===== src/rtl/bp_sacc_io_initiator.sv =====
`default_nettype none
// ----------------------------------------------------------------------------
// bp_sacc_io_initiator -- runs one dot-product job on a BedRock-IO accelerator:
// CSR writes, start, status polling, SPM read-back. Option: BP_SACC_POLL_TIMEOUT_EN.
// Rev 1.0
// ----------------------------------------------------------------------------
package bp_sacc_io_pkg;
   typedef enum logic [1:0] { e_bp_default_cfg = 2'd0 } bp_params_e;

   localparam int dword_width_gp = 64;
   localparam int paddr_width_gp = 40;

   localparam logic [3:0] e_bedrock_mem_uc_rd  = 4'd2;
   localparam logic [3:0] e_bedrock_mem_uc_wr  = 4'd3;
   localparam logic [2:0] e_bedrock_msg_size_8 = 3'd3;

   function automatic int lce_id_width_f(input bp_params_e cfg);
      case (cfg)
         e_bp_default_cfg: return 4;
         default:          return 4;
      endcase
   endfunction
endpackage

module bp_sacc_io_initiator
   import bp_sacc_io_pkg::*;
#(
   parameter bp_params_e  bp_params_p    = e_bp_default_cfg,
   parameter logic [39:0] cfg_base_p     = '0,
   parameter logic [39:0] spm_base_p     = '0,
   parameter int          poll_timeout_p = 1024,
   localparam int lce_id_width_p       = lce_id_width_f(bp_params_p),
   localparam int cce_mem_msg_width_lp = dword_width_gp + lce_id_width_p + paddr_width_gp + 7
)(
   input  logic                            clk_i,
   input  logic                            reset_n_i,
   input  logic [lce_id_width_p-1:0]       lce_id_i,
   input  logic                            job_v_i,
   output logic                            job_ready_o,
   input  logic [63:0]                     job_a_ptr_i,
   input  logic [63:0]                     job_b_ptr_i,
   input  logic [63:0]                     job_res_ptr_i,
   input  logic [63:0]                     job_len_i,
   output logic                            done_v_o,
   output logic [63:0]                     result_o,
   output logic                            error_o,
   output logic [cce_mem_msg_width_lp-1:0] io_cmd_o,
   output logic                            io_cmd_v_o,
   input  logic                            io_cmd_ready_i,
   input  logic [cce_mem_msg_width_lp-1:0] io_resp_i,
   input  logic                            io_resp_v_i,
   output logic                            io_resp_yumi_o
);
   localparam int hdr_width_lp = cce_mem_msg_width_lp - dword_width_gp;

   localparam logic [3:0] S_IDLE     = 4'd0;
   localparam logic [3:0] S_WR_A     = 4'd1;
   localparam logic [3:0] S_WR_B     = 4'd2;
   localparam logic [3:0] S_WR_LEN   = 4'd3;
   localparam logic [3:0] S_WR_RES   = 4'd4;
   localparam logic [3:0] S_WR_START = 4'd5;
   localparam logic [3:0] S_GAP      = 4'd6;
   localparam logic [3:0] S_POLL     = 4'd7;
   localparam logic [3:0] S_RD_RES   = 4'd8;
   localparam logic [3:0] S_DONE     = 4'd9;

   logic [3:0]  state_q, state_d;
   logic        wait_q, wait_d;
   logic [63:0] a_q, a_d, b_q, b_d, len_q, len_d, res_q, res_d, result_q, result_d;
   logic        err_q, err_d, gap_q, gap_d;
   logic [31:0] poll_cnt_q, poll_cnt_d;

   logic [63:0] resp_data;
   logic        cmd_state;
   logic [3:0]  cmd_type;
   logic [39:0] cmd_addr;
   logic [63:0] cmd_data;
   logic        unused_resp_hdr;

   assign resp_data       = io_resp_i[cce_mem_msg_width_lp-1 -: dword_width_gp];
   assign unused_resp_hdr = ^{io_resp_i[hdr_width_lp-1:0], poll_timeout_p != 0};
   assign result_o        = result_q;
   assign cmd_state       = (state_q inside {S_WR_A, S_WR_B, S_WR_LEN, S_WR_RES,
                                             S_WR_START, S_POLL, S_RD_RES});

   always_ff @(posedge clk_i or negedge reset_n_i) begin
      if (!reset_n_i) begin
         state_q    <= S_IDLE;
         wait_q     <= 1'b0;
         a_q        <= '0;
         b_q        <= '0;
         len_q      <= '0;
         res_q      <= '0;
         result_q   <= '0;
         err_q      <= 1'b0;
         gap_q      <= 1'b0;
         poll_cnt_q <= '0;
      end else begin
         state_q    <= state_d;
         wait_q     <= wait_d;
         a_q        <= a_d;
         b_q        <= b_d;
         len_q      <= len_d;
         res_q      <= res_d;
         result_q   <= result_d;
         err_q      <= err_d;
         gap_q      <= gap_d;
         poll_cnt_q <= poll_cnt_d;
      end
   end

   always_comb begin
      state_d    = state_q;
      wait_d     = wait_q;
      a_d        = a_q;
      b_d        = b_q;
      len_d      = len_q;
      res_d      = res_q;
      result_d   = result_q;
      err_d      = err_q;
      gap_d      = gap_q;
      poll_cnt_d = poll_cnt_q;
      case (state_q)
         S_IDLE: if (job_v_i) begin
            a_d    = job_a_ptr_i;
            b_d    = job_b_ptr_i;
            len_d  = job_len_i;
            res_d  = job_res_ptr_i;
            wait_d = 1'b0;
            err_d  = (job_len_i == 64'd0) || (job_len_i > 64'd8);
            state_d = err_d ? S_DONE : S_WR_A;
         end
         S_WR_A, S_WR_B, S_WR_LEN, S_WR_RES, S_WR_START, S_POLL, S_RD_RES: begin
            if (!wait_q) begin
               wait_d = io_cmd_ready_i;
            end else if (io_resp_v_i) begin
               wait_d = 1'b0;
               case (state_q)
                  S_WR_A:     state_d = S_WR_B;
                  S_WR_B:     state_d = S_WR_LEN;
                  S_WR_LEN:   state_d = S_WR_RES;
                  S_WR_RES:   state_d = S_WR_START;
                  S_WR_START: begin
                     state_d = S_GAP;
                     gap_d   = 1'b0;
                  end
                  S_POLL: begin
                     // A zero status simply stays in POLL, which reissues the read next cycle.
                     if (resp_data != 64'd0) begin
                        state_d = S_RD_RES;
                     end
`ifdef BP_SACC_POLL_TIMEOUT_EN
                     else if (poll_cnt_q == 32'(poll_timeout_p - 1)) begin
                        state_d = S_DONE;
                        err_d   = 1'b1;
                     end else begin
                        poll_cnt_d = poll_cnt_q + 32'd1;
                     end
`endif
                  end
                  S_RD_RES: begin
                     result_d = resp_data;
                     state_d  = S_DONE;
                  end
                  default: ;
               endcase
            end
         end
         S_GAP: begin
            if (gap_q) begin
               state_d    = S_POLL;
               poll_cnt_d = '0;
            end else begin
               gap_d = 1'b1;
            end
         end
         S_DONE:  state_d = S_IDLE;
         default: state_d = S_IDLE;
      endcase
   end

   always_comb begin
      job_ready_o    = 1'b0;
      done_v_o       = 1'b0;
      error_o        = 1'b0;
      cmd_type       = e_bedrock_mem_uc_wr;
      cmd_addr       = '0;
      cmd_data       = '0;
      case (state_q)
         S_IDLE:     job_ready_o = 1'b1;
         S_WR_A:     begin cmd_addr = cfg_base_p + 40'h000; cmd_data = a_q;   end
         S_WR_B:     begin cmd_addr = cfg_base_p + 40'h040; cmd_data = b_q;   end
         S_WR_LEN:   begin cmd_addr = cfg_base_p + 40'h080; cmd_data = len_q; end
         S_WR_RES:   begin cmd_addr = cfg_base_p + 40'h140; cmd_data = res_q; end
         S_WR_START: begin cmd_addr = cfg_base_p + 40'h0c0; cmd_data = 64'd1; end
         S_POLL: begin
            cmd_type = e_bedrock_mem_uc_rd;
            cmd_addr = cfg_base_p + 40'h100;
         end
         S_RD_RES: begin
            cmd_type = e_bedrock_mem_uc_rd;
            cmd_addr = spm_base_p + res_q[39:0];
         end
         S_DONE: begin
            done_v_o = 1'b1;
            error_o  = err_q;
         end
         default: ;
      endcase
      io_cmd_v_o     = cmd_state & ~wait_q;
      io_resp_yumi_o = cmd_state & wait_q & io_resp_v_i;
      io_cmd_o       = {cmd_data, lce_id_i, cmd_addr, e_bedrock_msg_size_8, cmd_type};
   end
endmodule
`default_nettype wire


===== config.mk =====
export PLATFORM = sky130hd
export DESIGN_NAME = bp_sacc_io_initiator
export DESIGN_NICKNAME = d
export VERILOG_FILES = /design/src/rtl/bp_sacc_io_initiator.sv
export SDC_FILE = /design/constraint.sdc
export NUM_CORES = 1
export LEC_CHECK = 0
export BUFFER_PORTS_ARGS = -buffer_cell sky130_fd_sc_hd__buf_2
export CAP_MARGIN = 0
export CORE_AREA = 2 2 218 220
export CTS_CLUSTER_SIZE = 30
export DETAILED_ROUTE_END_ITERATION = 7
export DIE_AREA = 0 0 220 222
export PLACE_DENSITY = 0.61
export SYNTH_ARGS = -nofsm -noshare
export SYNTH_HDL_FRONTEND = slang
export SYNTH_SLANG_ARGS = --single-unit
export TNS_END_PERCENT = 10

===== constraint.sdc =====
create_clock -name clk_i -period 4.5 [get_ports clk_i]
set_clock_uncertainty 0.2 [all_clocks]
set_input_delay 0.45 -clock clk_i [delete_from_list [all_inputs] [get_ports clk_i]]
set_output_delay 0.45 -clock clk_i [all_outputs]
set_load 0.005 [all_outputs]

==> Word level (Yosys, flattened, before mapping) <==
Index checks and enable logic that the tools add are counted.
{ "classes": {"order_cmp": 1, "bitwise": 4, "eq_ne": 16, "n_reduce_logical": 14, "n_mux": 22} }
{ "ops": {"columns": ["cell", "count"], "rows": [
  ["$pmux 64 s5", 1],
  ["$pmux 40 s6", 1],
  ["$gt 64x4->1 const B", 1],
  ["$logic_not 64->1", 1],
  ["$reduce_bool 64->1", 1],
  ["$pmux 4 s7", 1],
  ["$mux 4", 6],
  ["$eq 4x3->1 const B", 4],
  ["$pmux 4 s3", 1],
  ["$mux 1", 10],
  ["$ne 2x2->1 const B", 5],
  ["$eq 4x2->1 const B", 2],
  ["$eq 4x4->1 const B", 2],
  ["$ne 8x8->1 const B", 1],
  ["$reduce_and 4->1", 2],
  ["$reduce_bool 7->1", 1],
  ["$reduce_or 7->1", 1],
  ["$reduce_and 6->1", 1],
  ["$eq 4x1->1 const B", 1],
  ["$logic_not 4->1", 1],
  ["$pmux 1 s2", 2],
  ["$reduce_and 2->1", 2],
  ["$reduce_bool 2->1", 2],
  ["$and 1x1->1", 3],
  ["other kinds (4)", 4]
]} }
{ "totals": {"reg_bits": 327, "inputBits": 380, "wordCells": 66} }

==> Longest topological paths before layout <==
Gate-level depths: netlist (run 1).
{ "depth": {"ltp_word": 6, "depth_mapped": 8, "ltp_nobuf": 6} }

==> Worst setup path after synthesis (run 1) <==
No wires, ideal clock.
{ "synth_path": {"path_kind": "register to output", "startpoint": "register state_q[1]", "endpoint": "output io_cmd_o[100]", "path_stages_with_launch": 7, "n_path_buf": 2, "arrival_ns": 1.650, "setup_slack_ns": 2.200, "t_required_ns": 3.850, "cell_sequence": "dfrtp_1 > buf_4 > nand2b_1 > nor3_2 > clkbuf_1 > a22oi_1 > nand2_1"} }
{ "synth_between": {"elab_chain_cells": 2} }
{ "synth_lines": {"columns": ["element", "line", "rtl"], "rows": [
  ["start: declaration", "67", "logic [3:0] state_q, state_d;"],
  ["start signal: assignment", "99", "state_q <= state_d;"],
  ["$eq 4x3->1, or another cell as far along", "189", "case (state_q)"],
  ["$pmux 64 s5 *", "189", null],
  ["end: declaration", "47", "output logic [cce_mem_msg_width_lp-1:0] io_cmd_o,"]
]} }
Every way passes the cells marked *; elsewhere a longest branch is shown, timed or not.

==> Worst setup path after layout (run 1) <==
{ "layout_path": {"startpoint": "register state_q[0]", "endpoint": "output io_cmd_o[113]"} }
Same word-level chain as after synthesis.

==> impl_metrics.json, run 1 <==
{
  "cts_buffer_depth": 3,
  "cp_top_family": "simple AND/OR/NAND/NOR gates",
  "p_switching_mw": 4.471,
  "grt_usage_pct": 21.36,
  "synth_edf_count": 0,
  "p_clk_share_pct": 24.3,
  "grt_pass1_vias": 13853,
  "yosys.area.top_type_share_pct": 56.88,
  "path_buf_inv": 3,
  "cts_made_buffers": 39,
  "holdWs_ps": 53.18,
  "start_util_pct": 31.10,
  "synth_area_sq_um": 14390,
  "placed_area_sq_um": 17630,
  "final_util_pct": 47.98,
  "grt_start_max_net_pins": 82,
  "clock-sinks": 327,
  "worst-setup-path-type": "reg -> out",
  "post-cts-setup-buffers": 0,
  "ff2ff_path_depth": 4,
  "fp-row-count": 79,
  "synth_top_area_cell": "dfrtp_1",
  "hold_viol_final": 0,
  "cts.hold.buffers_added": 320,
  "grt-ovfl-total": 0,
  "r2r-start": "state_q[3]$_DFFE_PN0P_",
  "num-fill-cells": 4000,
  "endpoint": "io_cmd_o[113]",
  "clk_pin_slew_worst_paths_ps": 60,
  "cp_max_fo": 17,
  "synth_area_per_cell_sq_um": 13.39,
  "port-buffer-count": 498,
  "viasPerCell": 5.022,
  "antenna_left": 0,
  "cts_resized": 0,
  "drtIter0Drc": 832,
  "ys.flop_type": "dfrtp_1",
  "crit_start": "state_q[0]$_DFFE_PN0P_",
  "min_period_ps": 3812,
  "p_int_mw": 9.131,
  "power_mw": 13.60,
  "slew_violations": 0,
  "status": "finished, final reports clean",
  "drv_cap": 0,
  "place_ws_ps": 1261,
  "pwr-share-seq_pct": 40.0,
  "rsz0062_at_grt": "false",
  "insertion_delay_ps": 540,
  "area.growth.synth_to_final_pct": 54.29,
  "yosys_warnings": 0,
  "cellPowerDensity_nw_per_um2": 612.8,
  "antenna_found_initial": 9,
  "yosysMostFrequentCell": "dfrtp_1",
  "grt_pass1_wl_mm": 79.97,
  "synthTopCellsByArea": "dfrtp_1, mux2_2, a22oi_1, nand2_1, and3_1",
  "setup_viol": 0,
  "p_leak_nw": 10.58,
  "drc_errors": 0,
  "gp_congestion": 0.9029,
  "synthCells": 1074,
  "fp.dieW_um": 220,
  "multi_input_area_sq_um": 5831,
  "sw_frac_of_total_pct": 32.87,
  "crit_chain": "nand2b_1, nor3_4, buf_12, buf_4, a22oi_1, nand2_1, buf_2",
  "drt_wl_total_mm": 53.19,
  "core_sq_um": 46260,
  "ys_top_cells_by_count": "dfrtp_1, mux2_2, a22oi_1",
  "slew_headroom_pct": 41.14,
  "power.share.combinational_pct": 35.7,
  "cp_slowest_stage_delay_ps": 850,
  "cp-start-kind": "flop",
  "first_pass_iters": 7,
  "dp_hpwl_mm": 35.15,
  "layoutNonFillerInstCount": 2527,
  "ys_types": 46,
  "hp-class": "in -> reg",
  "die_h_um": 222,
  "drive_gt1_share_pct": 48.36,
  "ios": 564,
  "ff_latch_area_sq_um": 8184,
  "asyncSetResetFlopFracSynth_pct": 100.0,
  "nNetsFinal": 2265,
  "arrival_ps": 3160,
  "cts_tree": "done",
  "wl_per_cell_um": 21.05,
  "via_count": 12690,
  "yosys_register_bits": 327,
  "worst-path-stages": 7,
  "clockRootBuffer": "clkbuf_16",
  "finalSetupTns_ps": 0,
  "finalInstanceArea_sq_um": 22200,
  "period_share_pct": 84.71,
  "post-route-worst-setup-slack_ps": 688.1,
  "reg2reg_slack_ps": 1620,
  "ir_drop_mv": 0.3827,
  "tightest_slew_ps": 882.8,
  "cts_htree_levels": 2,
  "end_kind": "primary output",
  "fmax_ghz": 0.2623,
  "fp.dieArea_sq_um": 48840,
  "yosysSeqAreaShare_pct": 56.88,
  "slowest_stage": "dfrtp_1",
  "regToRegEndpoint": "result_o[45]$_DFFE_PN0P_",
  "place_inst": 2131,
  "crit_required_ps": 3850
}
power by group through the flow:
stage | Clock, mW | Combinational (mW) | Sequential (mW)
floorplan | 0 | 2.90 | 5.06
global placement | 0 | 4.49 | 5.35
detailed placement | 0 | 4.59 | 5.44
CTS | 3.37 | 4.84 | 5.40
global route | 3.52 | 5.24 | 5.62
finish | 3.31 | 4.85 | 5.44
worst min-delay path by stage:
stage / startpoint / endpoint / slack, ps / cells past startpoint
floorplan: reset_n_i / a_q[0]$_DFFE_PN0P_ / -50 / 0
global placement: result_o[40]$_DFFE_PN0P_ / result_o[40]$_DFFE_PN0P_ / 270 / 1
detailed placement: result_o[11]$_DFFE_PN0P_ / result_o[11]$_DFFE_PN0P_ / 270 / 1
CTS: job_len_i[9] / len_q[9]$_DFFE_PN0P_ / 30 / 2
global route: job_len_i[9] / len_q[9]$_DFFE_PN0P_ / 50 / 2
finish: job_len_i[9] / len_q[9]$_DFFE_PN0P_ / 50 / 2
final cells by class:
type / count / share of cell area (%)
sequential: 327 / 36.87
timing repair buffer: 851 / 27.27
multi-input combinational: 664 / 26.27
clock buffer: 57 / 5.203
tap: 607 / 3.422
clock inverter: 14 / 0.8681
antenna: 5 / 0.05637
inverter: 2 / 0.03382
routing by layer:
layer  part of all wire, %  up-vias  routed length [um]  track usage (%)
li1                      -     5596                   -                -
met1                    39     6348               20840            25.27
met2                    49      575               26190            35.79
met3                   6.8      167                3631            5.350
met4                   4.7        4                2512            10.78
met5                 0.043        -                  23                0
sequential cells by signal, summed over array words and instances (netlist names):
signal,cells
res_q,64
len_q,64
err_q,1
b_q,64
wait_q,1
a_q,64
result_o,64
state_q,4
gap_q,1
cells in the final DEF (no fill, tap or decap), drive strengths merged:
| cell type | instances |
|---|---|
| dlygate4sd3 | 320 |
| nand2 | 69 |
| conb | 6 |
| nand4 | 8 |
| a22o | 2 |
| nor3 | 6 |
| nand4bb | 1 |
| a31oi | 1 |
| nor4b | 1 |
| xor2 | 1 |
| nand3 | 5 |
| nand2b | 4 |
| buf | 531 |
| nor2 | 10 |
| a32o | 1 |
| diode | 5 |
| mux2 | 321 |
| clkinv | 8 |
| xnor2 | 1 |
| or3 | 1 |
| o31ai | 1 |
| a22oi | 128 |
| a221o | 1 |
| nor2b | 3 |
| nor3b | 1 |
| and2 | 2 |
| a211o | 1 |
| bufinv | 4 |
| nor4 | 34 |
| o22ai | 1 |
| dfrtp | 327 |
| clkbuf | 57 |
| o21ai | 8 |
| o21a | 1 |
| a21oi | 5 |
| inv | 4 |
| and3 | 37 |
| mux2i | 2 |
| nand3b | 1 |
worst reg2reg max path, delay by kind of cell, from the launching register on:
kind / cells / cell delay, ps
buffers and inverters: 1 / 680
multiplexers: 1 / 480
AND/OR/NAND/NOR: 2 / 560
flip-flops: 1 / 850
kinds of logic (layout without fill, tap and decap cells):
| group | after synthesis | in the layout | share of synthesized area [%] |
|---|---|---|---|
| AO/OA/AOI/OAI | 150 | 150 | 7.732 |
| XOR/XNOR | 2 | 2 | 0.1218 |
| buffers and inverters | 87 | 924 | 2.896 |
| flip-flops | 327 | 327 | 56.88 |
| multiplexers | 323 | 323 | 25.27 |
| other | 2 | 11 | 0.05221 |
| AND/OR/NAND/NOR | 183 | 183 | 7.045 |
(Power assumes the default switching activity.)
==> run 2: changes to the inputs <==
ABC_AREA = 1   (was not set)
CORE_AREA = 2 2 222 224   (was 2 2 218 220)
DIE_AREA = 0 0 224 226   (was 0 0 220 222)
clock period = 3.6 ns   (was 4.5 ns; I/O delays follow)
==> impl_metrics.json, run 2 <==
{
  "gp_congestion": 0.9040,
  "core_sq_um": 48340,
  "hold_viol_final": 0,
  "synth_edf_count": 0,
  "cellPowerDensity_nw_per_um2": 731.9,
  "end_kind": "primary output",
  "insertion_delay_ps": 550,
  "fmax_ghz": 0.3072,
  "ys_types": 34,
  "synth_xor_area_share_pct": 0,
  "path_buf_inv": 2,
  "ys.flop_type": "dfrtp_1",
  "first_pass_iters": 6,
  "sw_frac_of_total_pct": 37.24,
  "drive_gt1_share_pct": 25.22,
  "grt.met2_usage_pct": 35.58,
  "synthSimpleGateAreaFrac_pct": 20.19,
  "cp_max_fo": 36,
  "nNetsFinal": 2899,
  "hp-class": "in -> reg",
  "ios": 564,
  "power.share.combinational_pct": 37.3,
  "slew_violations": 0,
  "synthAdderAreaFrac_pct": 0,
  "pwr-share-seq_pct": 38.7,
  "p_switching_mw": 6.063,
  "via_count": 14945,
  "crit_required_ps": 3040,
  "fp.dieW_um": 224,
  "yosys_register_bits": 327,
  "die_h_um": 226,
  "min_period_ps": 3255,
  "cts.hold.buffers_added": 322,
  "synthCells": 1735,
  "use_met3_pct": 4.385,
  "synth_area_per_cell_sq_um": 8.565,
  "layoutNonFillerInstCount": 3171,
  "grt_use_met1_pct": 27.90,
  "final_common_cell": "nand2_1",
  "grt_pass1_wl_mm": 84.70,
  "yosys.area.top_type_share_pct": 55.06,
  "layout.cells.most_common_list": "nand2_1, buf_2, dfrtp_1, dlygate4sd3_1, inv_1",
  "p_clk_share_pct": 24.0,
  "finalSetupTns_ps": 0,
  "drv_cap": 0,
  "synthTopCellsByArea": "dfrtp_1, nand2_1, o21ai_1, inv_1, mux2_2",
  "busiest_layer": "met2",
  "cts_buffer_depth": 3,
  "drt_wl_total_mm": 56.16,
  "p_leak_nw": 11.31,
  "drc_errors": 0,
  "setup_viol": 0,
  "crit_chain": "nor2_1, nand2_2, inv_2, nand2_1, o2111ai_1, buf_2",
  "synth_top_family_by_area": "simple AND/OR/NAND/NOR gates",
  "clock-sinks": 327,
  "synth_top_area_cell": "dfrtp_1",
  "cts_resized": 0,
  "ys_top_cells_by_count": "nand2_1, dfrtp_1, inv_1",
  "clk_pin_slew_worst_paths_ps": 60,
  "wl_per_cell_um": 17.71,
  "grt_pass1_vias": 15041,
  "status": "finished, final reports clean",
  "cp_slowest_stage_delay_ps": 640,
  "grt_usage_pct": 21.50,
  "grt-ovfl-total": 0,
  "place_inst": 2779,
  "worst-setup-path-type": "reg -> out",
  "synth_area_sq_um": 14860,
  "cts_htree_levels": 2,
  "period_share_pct": 90.42,
  "yosys_warnings": 0,
  "drtIter0Drc": 1065,
  "viasPerCell": 4.713,
  "cp-start-kind": "flop",
  "post-cts-setup-buffers": 0,
  "dp_hpwl_mm": 36.43,
  "cts_tree": "done",
  "synth_compound_area_share_pct": 10.66,
  "clockRootBuffer": "clkbuf_16",
  "fp-row-count": 81,
  "synth_mux_area_share_pct": 4.547,
  "slew_headroom_pct": 41.43,
  "p_int_mw": 10.22,
  "asyncSetResetFlopFracSynth_pct": 100.0,
  "fp.dieArea_sq_um": 50620,
  "slowest_stage": "inv_2",
  "ir_drop_mv": 0.3634,
  "area.growth.synth_to_final_pct": 49.71,
  "rsz0062_at_grt": "false",
  "start_util_pct": 30.74,
  "antenna_found_initial": 6,
  "antenna_left": 0,
  "cp_top_family": "buffers and inverters",
  "tightest_slew_ps": 878.6,
  "arrival_ps": 2700,
  "cts_made_buffers": 38,
  "yosysMostFrequentCell": "nand2_1",
  "port-buffer-count": 498,
  "yosysSeqAreaShare_pct": 55.06,
  "grt_start_max_net_pins": 141
}
## run 2: cell count changes after synthesis, moves of 28 or more
cell,before,now
a22oi_1,127,0
and3_1,37,1
inv_1,2,178
mux2_2,317,48
nand2_1,69,609
nor2_1,10,126
nor4_1,31,1
o2111ai_1,0,28
o21ai_0,8,67
o21ai_1,0,138
## run 2: through the flow
stage	util (%)	area, sq um	hold slack [ps]	power [mW]	setup slack [ps]
global route	46.02	22250	52.07	17.38	242.0
finish	46.02	22250	38.75	16.28	344.9
global placement	36.75	17770	250.5	11.88	1015
detailed placement	36.75	17770	265.3	12.03	954.4
CTS	46.01	22240	20.24	16.32	348.3
floorplan	-	14880	-135.6	9.688	1652
## run 2: cell type report
type | count | area, sq um
antenna | 3 | 7.507
clock buffer | 61 | 1149
clock inverter | 6 | 102.6
fill | 4507 | 26100
inverter | 185 | 706.9
multi-input combinational | 1124 | 5298
sequential | 327 | 8183
tap | 622 | 778.2
timing repair buffer | 843 | 6023
## run 2: cells by family (layout without fill, tap and decap cells)
family                 Yosys count  after routing
buffers and inverters          288           1095
AOI/OAI and AO/OA              283            283
muxes                           60             60
other                            2              9
and+or+nand+nor                775            775
DFF                            327            327
## run 2: power by group through the flow
| stage | Clock [mW] | Sequential (mW) | Combinational [mW] |
|---|---|---|---|
| 3_3_place_gp | 0 | 6.27 | 5.61 |
| 3_5_place_dp | 0 | 6.32 | 5.71 |
| 4_1_cts | 4.01 | 6.27 | 6.04 |
| 5_1_grt | 4.15 | 6.47 | 6.76 |
| 2_1_floorplan | 0 | 6.12 | 3.57 |
| 6_report | 3.90 | 6.30 | 6.08 |
## run 2: worst min-delay path, cell delays in order
cell and delay (ps):
buf_2 80, inv_1 130, o21ai_0 190
## run 2: worst paths after layout
kind | slack, ps | cells after the start | endpoint | startpoint
setup / recovery | 340 | 6 | io_cmd_o[97] | state_q[2]$_DFFE_PN0P_
hold / removal | 40 | 3 | len_q[24]$_DFFE_PN0P_ | job_len_i[24]
setup reg to reg | 1180 | 8 | b_q[56]$_DFFE_PN0P_ | state_q[1]$_DFFE_PN0P_
hold reg to reg | 280 | 2 | a_q[60]$_DFFE_PN0P_ | a_q[60]$_DFFE_PN0P_
max in group asynchronous | 2040 | 3 | a_q[52]$_DFFE_PN0P_ | reset_n_i
min in group asynchronous | 260 | 2 | res_q[27]$_DFFE_PN0P_ | reset_n_i
## run 2: layer usage
| layer | wire length [um] | up-vias | part of all wire, % |
|---|---|---|---|
| li1 | - | 7042 | - |
| met1 | 23900 | 7124 | 43 |
| met2 | 26980 | 637 | 48 |
| met3 | 3511 | 140 | 6.3 |
| met4 | 1758 | 2 | 3.1 |
| met5 | 13 | - | 0.023 |
==> run 3: changes to the inputs <==
PLACE_DENSITY = not set   (was 0.61)
==> impl_metrics.json, run 3 (synthesis gave the netlist of run 2 again) <==
{
  "clock-sinks": 327,
  "path_buf_inv": 3,
  "period_share_pct": 92.41,
  "fp-row-count": 81,
  "drtIter0Drc": 933,
  "die_h_um": 226,
  "setup_viol": 0,
  "arrival_ps": 2770,
  "hold_viol_final": 0,
  "min_period_ps": 3327,
  "area.growth.synth_to_final_pct": 50.10,
  "holdWs_ps": 40.67,
  "slowest_stage": "dfrtp_1",
  "core_sq_um": 48340,
  "rsz0062_at_grt": "false",
  "grt_pass1_wl_mm": 85.21,
  "wl_per_cell_um": 17.51,
  "grt-ovfl-total": 0,
  "cts_made_buffers": 39,
  "final_common_cell": "nand2_1",
  "crit_chain": "nor2_1, nand2_2, clkinv_1, buf_4, a221oi_1, o21ai_0, buf_2",
  "port-buffer-count": 498,
  "antenna_left": 0,
  "clk_pin_slew_worst_paths_ps": 60,
  "grt_pass1_vias": 15435,
  "fp.dieW_um": 224,
  "cts_buffer_depth": 3,
  "drive_gt1_share_pct": 25.60,
  "drt_wl_total_mm": 55.68,
  "fp.dieArea_sq_um": 50620,
  "grt_start_max_net_pins": 141,
  "via_count": 14907,
  "cp_max_fo": 20,
  "nNetsFinal": 2905,
  "multi_input_area_sq_um": 5298,
  "slew_violations": 0,
  "grt_usage_pct": 21.48,
  "cp_top_family": "simple AND/OR/NAND/NOR gates",
  "status": "finished, final reports clean",
  "power_mw": 16.38,
  "layout.cells.most_common_list": "nand2_1, buf_2, dfrtp_1, dlygate4sd3_1, inv_1",
  "num-fill-cells": 4501,
  "final_util_pct": 46.14,
  "end_kind": "primary output",
  "gp_congestion": 0.8913,
  "crit_required_ps": 3040,
  "cp-start-kind": "flop",
  "start_util_pct": 30.74,
  "hp-class": "in -> reg",
  "tightest_slew_ps": 836.0,
  "drv_cap": 0,
  "finalSetupTns_ps": 0,
  "cellPowerDensity_nw_per_um2": 734.1,
  "cts_htree_levels": 2,
  "viasPerCell": 4.688,
  "worst-setup-path-type": "reg -> out",
  "fmax_ghz": 0.3006,
  "dp_hpwl_mm": 37.20,
  "p_leak_nw": 11.34,
  "drc_errors": 0,
  "cts_tree": "done",
  "cp_slowest_stage_delay_ps": 520,
  "clockRootBuffer": "clkbuf_16",
  "slew_headroom_pct": 44.26,
  "antenna_found_initial": 2,
  "insertion_delay_ps": 550,
  "ios": 564,
  "first_pass_iters": 5,
  "ff_latch_area_sq_um": 8183,
  "ir_drop_mv": 0.4938
}
==> run 3: worst reg2reg max path: stages, from the launching register on <==
cell and delay (ps):
dfrtp_1 440, inv_2 100, nand2_2 120, nor3_4 270
nand2_4 130, clkinv_8 440, buf_12 380, nand2_1 130
o21ai_1 100
==> run 3: per-layer routing <==
layer / up-vias / track usage, % / share of wire (%)
met1: 7178 / 28.33 / 44
met5: - / 0 / 0
met2: 558 / 35.98 / 48
li1: 7071 / - / -
met4: 0 / 6.602 / 2.4
met3: 100 / 3.799 / 5.7
==> run 3: worst paths after layout <==
check	from	cells past startpoint	slack (ps)	endpoint
max	state_q[2]$_DFFE_PN0P_	7	270	io_cmd_o[107]
min	job_len_i[24]	3	40	len_q[24]$_DFFE_PN0P_
max reg2reg	state_q[1]$_DFFE_PN0P_	8	1190	res_q[22]$_DFFE_PN0P_
min reg2reg	b_q[3]$_DFFE_PN0P_	2	280	b_q[3]$_DFFE_PN0P_
max in group asynchronous	reset_n_i	3	1960	b_q[47]$_DFFE_PN0P_
min in group asynchronous	reset_n_i	2	230	result_o[44]$_DFFE_PN0P_
==> run 3: area by class of cell <==
type / instances / area share [%]
Timing Repair Buffer: 848 / 27.06
Sequential cell: 327 / 36.69
Clock inverter: 17 / 0.8975
Antenna cell: 3 / 0.03366
Inverter: 185 / 3.186
Multi-Input combinational cell: 1124 / 23.75
Tap cell: 622 / 3.489
Clock buffer: 54 / 4.897
==> run 3: repair_timing <==
action | in CTS | in global routing
hold buffers | 322 | 0
endpoints found under the setup margin | 0 | 9
endpoints found under the hold margin | 413 | 0
resized for setup | 0 | 1
buffers inserted | 0 | 0
==> run 3: power by group <==
group / switching (mW) / internal, mW
registers: 0.859 / 5.44
clock network: 1.62 / 2.36
logic: 3.62 / 2.47
==> run 3: per-stage QoR <==
stage	worst slack, ps	std cells	cell area, sq um
after floorplan	1652	1739	14880
after global placement	616.7	2784	17780
after detailed placement	724.8	2784	17780
after CTS	125.2	3177	22290
after global routing	64.96	3178	22300
final	273.3	3180	22310
